### src/rtl/mips_ctrl_pkg.sv
// mips_ctrl_pkg
// Shared definitions for the MIPS control path. The interrupt/exception
// controller and the control decoder both use them.
//   CAUSE_EXC_BIT / CAUSE_IRQ_W : layout of the cause word ({exc, irq index})
//   *_VECTOR_DEF / RESET_VECTOR : default handler and reset addresses
//   irq_state_e                 : controller FSM states
//   makeCause()                 : packs an exception flag and an IRQ index
package mips_ctrl_pkg;

  localparam int CAUSE_EXC_BIT = 4;
  localparam int CAUSE_IRQ_W   = 4;

  localparam logic [31:0] IRQ_VECTOR_DEF = 32'h8000_0004;
  localparam logic [31:0] EXC_VECTOR_DEF = 32'h8000_0008;
  localparam logic [31:0] RESET_VECTOR   = 32'hBFC0_0000;

  typedef enum logic [1:0] {
    USER   = 2'd0,
    TAKE   = 2'd1,
    KERNEL = 2'd2
  } irq_state_e;

  // An exception always reports index 0, so callers pass 0 when isExc is set.
  function automatic logic [CAUSE_IRQ_W:0] makeCause(
    input logic                   isExc,
    input logic [CAUSE_IRQ_W-1:0] idx
  );
    makeCause = {isExc, idx};
  endfunction

endpackage

### src/rtl/irq_prio_enc.sv
// irq_prio_enc
// Lowest-index-wins priority encoder for the pending interrupt vector.
//   req_i   [W] : request vector
//   valid_o     : at least one request is set
//   idx_o   [4] : index of the lowest set request (0 when none are set)
module irq_prio_enc #(
  parameter int W = 4
) (
  input  logic [W-1:0] req_i,
  output logic         valid_o,
  output logic [3:0]   idx_o
);

  // Scanning from the top down lets the lowest set index overwrite the others.
  always_comb begin
    valid_o = |req_i;
    idx_o   = 4'd0;
    for (int i = W - 1; i >= 0; i--) begin
      if (req_i[i]) idx_o = 4'(i);
    end
  end

endmodule

### src/rtl/irq_exc_ctrl.sv
// irq_exc_ctrl
// Interrupt/exception controller for the MIPS core. It latches and masks
// external requests, tracks kernel mode, and issues a one-cycle redirect to the
// handler vector. The redirect carries the saved EPC and the cause.
// Optional build macro: IRQ_SYNC_EN
//   When defined, it adds a 2-flop synchroniser on each irq_in line.
//   Request-to-pending latency is then 3 cycles instead of 1.
// Ports:
//   clk, reset             : core clock, asynchronous active-high reset
//   irq_in      [NUM_IRQ]  : external interrupt requests
//   mask_we, mask_wdata    : enable-mask write (1 = enabled)
//   pc_in       [32]       : PC of the instruction in decode
//   illegal_op             : undefined opcode flagged by the decoder
//   kernel_exit            : return-to-user jump retiring in kernel
//   stall                  : pipeline hold, blocks any take
//   take                   : one-cycle redirect pulse
//   redirect_pc [32]       : handler vector, valid with take
//   epc         [32]       : saved return address
//   cause       [5]        : {exception, irq index}
//   kernel                 : kernel-mode flag
//   pending     [NUM_IRQ]  : latched requests gated by the mask
module irq_exc_ctrl
  import mips_ctrl_pkg::*;
#(
  parameter int                 NUM_IRQ    = 4,
  parameter logic [NUM_IRQ-1:0] EDGE_MASK  = '0,
  parameter logic [31:0]        IRQ_VECTOR = IRQ_VECTOR_DEF,
  parameter logic [31:0]        EXC_VECTOR = EXC_VECTOR_DEF
) (
  input  logic                   clk,
  input  logic                   reset,
  input  logic [NUM_IRQ-1:0]     irq_in,
  input  logic                   mask_we,
  input  logic [NUM_IRQ-1:0]     mask_wdata,
  input  logic [31:0]            pc_in,
  input  logic                   illegal_op,
  input  logic                   kernel_exit,
  input  logic                   stall,
  output logic                   take,
  output logic [31:0]            redirect_pc,
  output logic [31:0]            epc,
  output logic [CAUSE_IRQ_W:0]   cause,
  output logic                   kernel,
  output logic [NUM_IRQ-1:0]     pending
);

  irq_state_e               state_q;
  logic                     take_q;
  logic                     kernel_q;
  logic [31:0]              redirect_q;
  logic [31:0]              epc_q;
  logic [CAUSE_IRQ_W:0]     cause_q;
  logic [NUM_IRQ-1:0]       mask_q;
  logic [NUM_IRQ-1:0]       pendRaw_q;
  logic [NUM_IRQ-1:0]       pendRaw_d;
  logic [NUM_IRQ-1:0]       irqPrev_q;
  logic [NUM_IRQ-1:0]       irqSync;
  logic                     prioValid;
  logic [3:0]               prioIdx;
  logic                     canTake;
  logic                     takeExc;
  logic                     takeIrq;

`ifdef IRQ_SYNC_EN
  logic [NUM_IRQ-1:0] syncMeta_q;
  logic [NUM_IRQ-1:0] syncOut_q;

  // Two flops per line: irq_in may come from another clock domain.
  always_ff @(posedge clk or posedge reset) begin
    if (reset) begin
      syncMeta_q <= '0;
      syncOut_q  <= '0;
    end else begin
      syncMeta_q <= irq_in;
      syncOut_q  <= syncMeta_q;
    end
  end

  assign irqSync = syncOut_q;
`else
  assign irqSync = irq_in;
`endif

  assign pending = pendRaw_q & mask_q;

  irq_prio_enc #(
    .W (NUM_IRQ)
  ) u_prio (
    .req_i   (pending),
    .valid_o (prioValid),
    .idx_o   (prioIdx)
  );

  // A kernel-space PC counts as kernel mode even while the FSM is in USER.
  assign canTake = (state_q == USER) && !stall && !pc_in[31];
  assign takeExc = canTake && illegal_op;
  assign takeIrq = canTake && !illegal_op && prioValid;

  // Level lines copy the input. Edge lines set on a rising edge and hold until
  // that line is taken. When a clear and a new edge land together, the clear wins.
  always_comb begin
    pendRaw_d = pendRaw_q;
    for (int i = 0; i < NUM_IRQ; i++) begin
      if (EDGE_MASK[i]) begin
        pendRaw_d[i] = pendRaw_q[i] | (irqSync[i] & ~irqPrev_q[i]);
        if (takeIrq && (prioIdx == 4'(i))) pendRaw_d[i] = 1'b0;
      end else begin
        pendRaw_d[i] = irqSync[i];
      end
    end
  end

  // Request capture and the mask register. The mask is written in any state.
  always_ff @(posedge clk or posedge reset) begin
    if (reset) begin
      mask_q    <= '1;
      pendRaw_q <= '0;
      irqPrev_q <= '0;
    end else begin
      if (mask_we) mask_q <= mask_wdata;
      pendRaw_q <= pendRaw_d;
      irqPrev_q <= irqSync;
    end
  end

  // Controller FSM. All outputs are registered, so take rises with the entry
  // into TAKE and drops when the FSM moves on to KERNEL.
  always_ff @(posedge clk or posedge reset) begin
    if (reset) begin
      state_q    <= USER;
      take_q     <= 1'b0;
      kernel_q   <= 1'b0;
      redirect_q <= '0;
      epc_q      <= '0;
      cause_q    <= '0;
    end else begin
      take_q <= 1'b0;
      case (state_q)
        USER: begin
          if (takeExc) begin
            state_q    <= TAKE;
            take_q     <= 1'b1;
            kernel_q   <= 1'b1;
            redirect_q <= EXC_VECTOR;
            epc_q      <= pc_in + 32'd4;
            cause_q    <= makeCause(1'b1, '0);
          end else if (takeIrq) begin
            state_q    <= TAKE;
            take_q     <= 1'b1;
            kernel_q   <= 1'b1;
            redirect_q <= IRQ_VECTOR;
            epc_q      <= pc_in;
            cause_q    <= makeCause(1'b0, prioIdx);
          end
        end
        TAKE: begin
          state_q <= KERNEL;
        end
        KERNEL: begin
          if (kernel_exit) begin
            state_q  <= USER;
            kernel_q <= 1'b0;
          end
        end
        default: begin
          state_q <= USER;
        end
      endcase
    end
  end

  assign take        = take_q;
  assign kernel      = kernel_q;
  assign redirect_pc = redirect_q;
  assign epc         = epc_q;
  assign cause       = cause_q;

endmodule

### config.mk
export PLATFORM = sky130hd
export DESIGN_NAME = irq_exc_ctrl
export DESIGN_NICKNAME = d
export VERILOG_FILES = /design/src/rtl/mips_ctrl_pkg.sv /design/src/rtl/irq_prio_enc.sv /design/src/rtl/irq_exc_ctrl.sv
export SDC_FILE = /design/constraint.sdc
export NUM_CORES = 1
export LEC_CHECK = 0
export ABC_CLOCK_PERIOD_IN_PS = 3600
export CAP_MARGIN = 20
export CELL_PAD_IN_SITES_DETAIL_PLACEMENT = 1
export CELL_PAD_IN_SITES_GLOBAL_PLACEMENT = 2
export CORE_ASPECT_RATIO = 2
export CORE_MARGIN = 2
export CORE_UTILIZATION = 26
export CTS_CLUSTER_DIAMETER = 200
export DETAILED_ROUTE_END_ITERATION = 12
export PLACE_DENSITY_LB_ADDON = 0.1
export SYNTH_ARGS = -nofsm -noshare
export SYNTH_HDL_FRONTEND = slang
export SYNTH_HIERARCHICAL = 1
export SYNTH_SLANG_ARGS = --single-unit
### constraint.sdc
create_clock -name clk -period 3.6 [get_ports clk]
set_input_delay 0.36 -clock clk [delete_from_list [all_inputs] [get_ports clk]]
set_output_delay 0.36 -clock clk [all_outputs]
set_load 0.05 [all_outputs]
==> results_dict.tcl, run 1 <==
set metrics [dict create \
    period_minus_slack_ps 2380 \
    dr_total_vias 2585 \
    tritoncts "done" \
    routabilityCongestion 0.755 \
    finalSetupTns_ps 0 \
    finalNonFillerCells 534 \
    layout.area.seq_mm2 0.00128 \
    path_buf_inv 1 \
    number_of_synthesized_flops_with_an_enable_pin 0 \
    max_slew.worst_pin.slew_ps 562 \
    dominant_combinational_cell_family_by_area_after_synthesis "simple AND/OR/NAND/NOR gates" \
    r2r_setup_slack_ps 1290 \
    gr-total-overflow 0 \
    criticalPathCategory "primary input to flop" \
    power.density_mw_per_mm2 648 \
    crit_path_max_incr_delay_ps 720 \
    dieWidth_um 77.7 \
    post_synthesis_cells 310 \
    worst_path_max_delay_cell "sky130_fd_sc_hd__or4_4" \
    first_global_vias 2690 \
    worst_ir_drop_vdd_mv 0.218 \
    synthXorXnorAreaFrac 0.00930 \
    num_io_pins 121 \
    cts.htree.levels 2 \
    setup_viol 0 \
    ys_warn_count 6 \
    drt.antenna.violating_nets 0 \
    final.fill_count 1227 \
    post_dr_wirelength_cell_um 16.6 \
    grt_antenna_before_repair 0 \
    die_height_um 151 \
    async_flop_share 1.00 \
    yosys.area_share.simple 0.242 \
    synth_seq_cells 51 \
    synthesis.area_mm2 0.00282 \
    final_area_mm2 0.00395 \
    power.static_leakage_nw 1.58 \
    synthFlopType "sky130_fd_sc_hd__dfrtp_1" \
    route.detailed.drc 0 \
    synth.avg_cell_area_um2 9.11 \
    r2r_startpoint "mask_q[0]" \
    timing.critical_path.arrival_ps 2600 \
    report.final.hold_viol_count 0 \
    postCtsHoldBufs 0 \
    synth_fa_ha_area_frac 0.00443 \
    setup_ws_ps 1220 \
    slew_headroom 0.624 \
    clockRootBuffer "sky130_fd_sc_hd__clkbuf_16" \
    finClkSkew_ps 7.27 \
    buffer_ports.inserted 91 \
    firstDrtPassIters 4 \
    grt_use_total 0.156 \
    clk-insertion-delay-late_ps 300 \
    min_path_type "primary input to asynchronous set/reset pin" \
    diodes 0 \
    dp_hpwl_um 6990 \
    largest_net_degree_at_the_start_of_global_routing 31 \
    cts_post_setup_buffers_inserted 0 \
    detail_route.vias_per_cell 4.84 \
    timing.max_cap.violations 0 \
    num-nets-final 443 \
    worst_r2r_path_depth 8 \
    final_layout_size_suffix_gt1_frac 0.0680 \
    placementRows 53 \
    place.detailed.instances 526 \
    die_area_mm2 0.0118 \
    path_delay_family "simple AND/OR/NAND/NOR gates" \
    drtIter0Drc 106 \
    worst-path-max-fanout 29 \
    pre_cts_ws_ps 882 \
    cts_resized 0 \
    critical_path.startpoint_type "primary input" \
    grt_setup_unrepaired "false" \
    postRouteWirelength_um 8890 \
    max_clock_freq_mhz 420 \
    critical_path.reg2reg.endpoint "epc[14]" \
    multiplexer_fraction_of_the_synthesized_cell_area 0.0230 \
    cp_data_required_time_ps 3820 \
    dpl_cell_area_mm2 0.00376 \
    multiInputGateArea_mm2 0.00133 \
    fin_util 0.375 \
    finalMaxSlewViolations 0 \
    timing.critical_path.to_type "flop" \
    ys_seq_area_frac 0.454 \
    path_cells "clkdlybuf4s50_1, nand3_2, or4_4, or4_1, a31oi_1" \
    initial_utilization 0.268 \
    flow.area_growth_from_synthesis_pct 39.9 \
    core_mm2 0.0105 \
    cts.sinks 51 \
    ctsLongestPathBuffers 2 \
    cts_made_buffers 5 \
    count_of_cell_types_in_the_netlist 45 \
    clk_pin_slew_ps 70 \
    min_period_over_period 0.662 \
    grt_pass1_wl_um 14000 \
    synthesized_area_fraction_occupied_by_ao_oa_aoi_and_oai_cells 0.146 \
    status "finished, final reports clean" \
]
[placed cells by master, fill, tap and decap left out, types with 2 or more instances in the layout]
| cell type | instances |
|---|---|
| sky130_fd_sc_hd__and4_1 | 3 |
| sky130_fd_sc_hd__nand4_1 | 7 |
| sky130_fd_sc_hd__nand2b_1 | 3 |
| sky130_fd_sc_hd__and3_1 | 6 |
| sky130_fd_sc_hd__o311ai_0 | 4 |
| sky130_fd_sc_hd__dfstp_2 | 4 |
| sky130_fd_sc_hd__dfrtp_1 | 47 |
| sky130_fd_sc_hd__or3_1 | 2 |
| sky130_fd_sc_hd__a31oi_1 | 14 |
| sky130_fd_sc_hd__xor2_1 | 2 |
| sky130_fd_sc_hd__nand3_1 | 20 |
| sky130_fd_sc_hd__clkdlybuf4s50_1 | 91 |
| sky130_fd_sc_hd__o31ai_1 | 13 |
| sky130_fd_sc_hd__nand2_1 | 37 |
| sky130_fd_sc_hd__o211ai_1 | 5 |
| sky130_fd_sc_hd__and2_1 | 7 |
| sky130_fd_sc_hd__mux2_2 | 4 |
| sky130_fd_sc_hd__inv_1 | 9 |
| sky130_fd_sc_hd__conb_1 | 31 |
| sky130_fd_sc_hd__bufinv_16 | 2 |
| sky130_fd_sc_hd__o21ai_0 | 9 |
| sky130_fd_sc_hd__a21oi_1 | 9 |
| sky130_fd_sc_hd__mux2i_1 | 2 |
| sky130_fd_sc_hd__nor2_1 | 22 |
| sky130_fd_sc_hd__or4_1 | 15 |
| sky130_fd_sc_hd__buf_4 | 4 |
| sky130_fd_sc_hd__clkbuf_16 | 5 |
[cell usage after synthesis, types with 9 or more instances]
cell / count / area [µm²]
sky130_fd_sc_hd__a21oi_1: 9 / 45.0
sky130_fd_sc_hd__inv_1: 10 / 37.5
sky130_fd_sc_hd__o31ai_1: 13 / 97.6
sky130_fd_sc_hd__buf_4: 32 / 240
sky130_fd_sc_hd__a31oi_1: 14 / 87.6
sky130_fd_sc_hd__o21ai_0: 10 / 50.1
sky130_fd_sc_hd__clkbuf_1: 9 / 33.8
sky130_fd_sc_hd__nand2_1: 37 / 139
sky130_fd_sc_hd__dfrtp_1: 47 / 1180
sky130_fd_sc_hd__or4_1: 15 / 113
sky130_fd_sc_hd__nor2_1: 22 / 82.6
sky130_fd_sc_hd__nand3_1: 20 / 100
[worst max path at each step]
stage | from | endpoint | slack [ps] | cells after the start
after floorplan | mask_q[0] | epc[5] | 1270 | 9
after global placement | pc_in[5] | epc[30] | 900 | 5
after CTS | pc_in[5] | epc[29] | 1200 | 5
after global routing | mask_q[0] | epc[10] | 1080 | 8
final | pc_in[5] | epc[29] | 1220 | 5
after detailed placement | pc_in[5] | epc[30] | 880 | 5
[routing by layer]
metal | track usage | vias to the layer above | routed length [µm] | share of wire
met5 | 0 | - | 0 | 0
met4 | 0.0705 | 0 | 223 | 0.025
met3 | 0.0262 | 14 | 419 | 0.047
met2 | 0.313 | 72 | 5220 | 0.59
met1 | 0.149 | 1270 | 3030 | 0.34
li1 | - | 1229 | - | -
[state kept, by name, indices dropped and copies added (netlist names)]
register     cells
cause            4
epc             32
kernel           1
mask_q           4
pendRaw_q        4
redirect_pc      3
state_q          2
take             1
[final cells by class]
cell class,instances,area share
multi-input cells,233,0.336
well taps,137,0.0434
repair buffers,95,0.238
inverters,10,0.00950
clock inverters,3,0.0171
flip-flops and latches,51,0.324
clock buffers,5,0.0317
[stage by stage]
step,power (mW),hold slack [ps]
after floorplan,1.56,391
after global placement,1.95,452
after detailed placement,1.96,474
after CTS,2.60,431
after global routing,2.68,459
final,2.56,403
[cells by family after synthesis]
kind of cell | count (synthesis)
simple gates | 130
compound gates | 62
buf+inv | 55
flops | 51
mux | 6
xor+xnor | 3
other cells | 2
fa+ha+maj | 1
[where the power goes]
| part | switching (mW) | internal [mW] |
|---|---|---|
| combinational | 0.769 | 0.359 |
| sequential | 0.0869 | 0.714 |
| clock | 0.233 | 0.399 |
| total | 1.09 | 1.47 |
[worst reg2reg max path: stages (launching register included)]
cell and delay [ps]:
sky130_fd_sc_hd__dfstp_2 530, sky130_fd_sc_hd__and2_1 210, sky130_fd_sc_hd__nor2_1 70, sky130_fd_sc_hd__nand2_1 270
sky130_fd_sc_hd__o21ai_2 90, sky130_fd_sc_hd__inv_1 310, sky130_fd_sc_hd__buf_4 380, sky130_fd_sc_hd__o311ai_0 220
sky130_fd_sc_hd__o311ai_0 120
No activity file was read; power rests on OpenSTA's default activity.
==> run 2: changes to the inputs <==
ABC_CLOCK_PERIOD_IN_PS = 2400   (was 3600)
CORE_UTILIZATION = 24   (was 26)
clock period = 2.4 ns   (was 3.6 ns; I/O delays follow)
==> run 2 against run 1 <==
Clock skew about the same. Sequential power up 50%. Critical path depth unchanged. Register-to-register slack got worse by 900 ps. Sequential share of layout area shrank 1.4 points. Critical endpoint is now epc[24].
==> results_dict.tcl, run 2 (synthesis gave the netlist of run 1 again) <==
set metrics [dict create \
    critical_path.startpoint_type "primary input" \
    finClkSkew_ps 6.80 \
    diodes 0 \
    seq_power_share 0.320 \
    period_minus_slack_ps 2150 \
    core_mm2 0.0116 \
    r2r_startpoint "pendRaw_q[3]" \
    cp_data_required_time_ps 2620 \
    die_area_mm2 0.0127 \
    cellInternalPower_mw 2.13 \
    r2r_setup_slack_ps 390 \
    cts.sinks 51 \
    crit_end "epc[24]" \
    timing.max_cap.violations 0 \
    final.fill_count 1419 \
    post_dr_wirelength_cell_um 16.3 \
    ctsLongestPathBuffers 2 \
    grt_antenna_before_repair 0 \
    routabilityCongestion 0.812 \
    flow.area_growth_from_synthesis_pct 46.4 \
    gr-total-overflow 0 \
    worst_ir_drop_vdd_mv 0.358 \
    pre_cts_ws_ps -50.0 \
    route.detailed.drc 0 \
    buffer_ports.inserted 91 \
    finalSetupTns_ps 0 \
    sw_frac_of_total 0.434 \
    criticalPathCategory "primary input to flop" \
    dr_total_vias 2658 \
    final_area_mm2 0.00414 \
    cts.htree.levels 2 \
    dpl_cell_area_mm2 0.00397 \
    die_height_um 157 \
    largest_net_degree_at_the_start_of_global_routing 30 \
    layout.cells.most_common "sky130_fd_sc_hd__clkdlybuf4s50_1" \
    slew_headroom 0.640 \
    setup_ws_ps 248 \
    drtIter0Drc 70 \
    setup_viol 0 \
    finalNonFillerCells 565 \
    status "finished, final reports clean" \
    clk-insertion-delay-late_ps 290 \
    critical_path.startpoint "pc_in[14]" \
    dp_hpwl_um 7380 \
    fin_util 0.356 \
    placementRows 56 \
    min_period_over_period 0.897 \
    most_frequent_cells_in_the_layout "sky130_fd_sc_hd__clkdlybuf4s50_1 (91), sky130_fd_sc_hd__dfrtp_1 (47), sky130_fd_sc_hd__nand2_1 (37), sky130_fd_sc_hd__conb_1 (31), sky130_fd_sc_hd__buf_4 (25)" \
    grt_setup_unrepaired "false" \
    clk_pin_slew_ps 70 \
    clockRootBuffer "sky130_fd_sc_hd__clkbuf_16" \
    final_layout_size_suffix_gt1_frac 0.119 \
    finalMaxSlewViolations 0 \
    place.detailed.instances 557 \
    tritoncts "done" \
    num_io_pins 121 \
    min_path_type "primary input to asynchronous set/reset pin" \
    grt_use_total 0.148 \
    timing.critical_path.to_type "flop" \
    report.final.hold_viol_count 0 \
    max_slew.worst_pin.slew_ps 539 \
    critical_path.reg2reg.endpoint "epc[14]" \
    max_ffs_per_register 32 \
    combinationalPowerShare 0.460 \
    dieWidth_um 80.7 \
    power.static_leakage_nw 1.69 \
    firstDrtPassIters 4 \
    worst_r2r_path_depth 8 \
    max_clock_freq_mhz 465 \
    cts_resized 0 \
    power.density_mw_per_mm2 908 \
    grt_pass1_wl_um 14200 \
    num-nets-final 466 \
    timing.critical_path.arrival_ps 2370 \
    initial_utilization 0.243 \
    postCtsHoldBufs 0 \
    cts_made_buffers 5 \
    net-switching-power_mw 1.63 \
    power.share.clock 0.220 \
    cts_post_setup_buffers_inserted 0 \
    drt.antenna.violating_nets 0 \
    first_global_vias 2656 \
    worst-path-max-fanout 28 \
    postRouteWirelength_um 9210 \
    detail_route.vias_per_cell 4.70 \
]
[run 2: cell count changes in the layout (fill, tap and decap cells not counted), sizes merged]
| cell | before | now |
|---|---|---|
| clkinv | 0 | 2 |
| buf | 4 | 27 |
| clkinvlp | 1 | 0 |
| bufinv | 2 | 1 |
[run 2: worst min path at each step]
| stage | from | end | slack (ps) |
|---|---|---|---|
| 2_1_floorplan | irq_in[0] | pendRaw_q[0] | 270 |
| 3_3_place_gp | redirect_pc[31] | redirect_pc[31] | 460 |
| 3_5_place_dp | redirect_pc[31] | redirect_pc[31] | 460 |
| 4_1_cts | reset | pendRaw_q[3] | 330 |
| 5_1_grt | reset | pendRaw_q[3] | 350 |
| 6_report | reset | pendRaw_q[3] | 310 |
[run 2: final cells by class]
type / instances / area, µm² / area share
clock buffer: 5 / 125 / 0.0303
timing repair buffer: 118 / 1140 / 0.275
multi-input combinational: 233 / 1330 / 0.321
sequential: 51 / 1280 / 0.310
clock inverter: 3 / 43.8 / 0.0106
inverter: 10 / 37.5 / 0.00908
tap: 145 / 181 / 0.0439
[run 2: worst max-delay path: stages]
cell and delay, ps:
sky130_fd_sc_hd__clkdlybuf4s50_1 530, sky130_fd_sc_hd__nand3_1 180, sky130_fd_sc_hd__or4_4 680, sky130_fd_sc_hd__or4_1 540, sky130_fd_sc_hd__a31oi_1 180
[run 2: power by group through the flow]
stage          registers (mW)  clock network, mW  logic, mW
2_1_floorplan            1.87                  0      0.462
3_3_place_gp             1.22                  0       1.74
3_5_place_dp             1.22                  0       1.75
4_1_cts                  1.21              0.859       1.75
5_1_grt                  1.23              0.892       1.83
6_report                 1.20              0.827       1.73
[run 2: stage by stage]
stage,total power [mW],hold WS [ps]
final,3.76,305
after global routing,3.95,348
after CTS,3.82,326
after detailed placement,2.97,460
after global placement,2.95,459
after floorplan,2.33,271
[run 2: per-layer routing]
| layer | track usage | up-vias | part of all wire |
|---|---|---|---|
| li1 | - | 1275 | - |
| met4 | 0.0492 | 0 | 0.020 |
| met1 | 0.156 | 1303 | 0.36 |
| met3 | 0.0195 | 11 | 0.035 |
| met5 | 0 | - | 0 |
| met2 | 0.291 | 69 | 0.58 |
==> run 3: changes to the inputs <==
CAP_MARGIN = not set   (was 20)
==> results of run 3 <==
No change in the layout: final DEF, timing and power equal those of run 2.
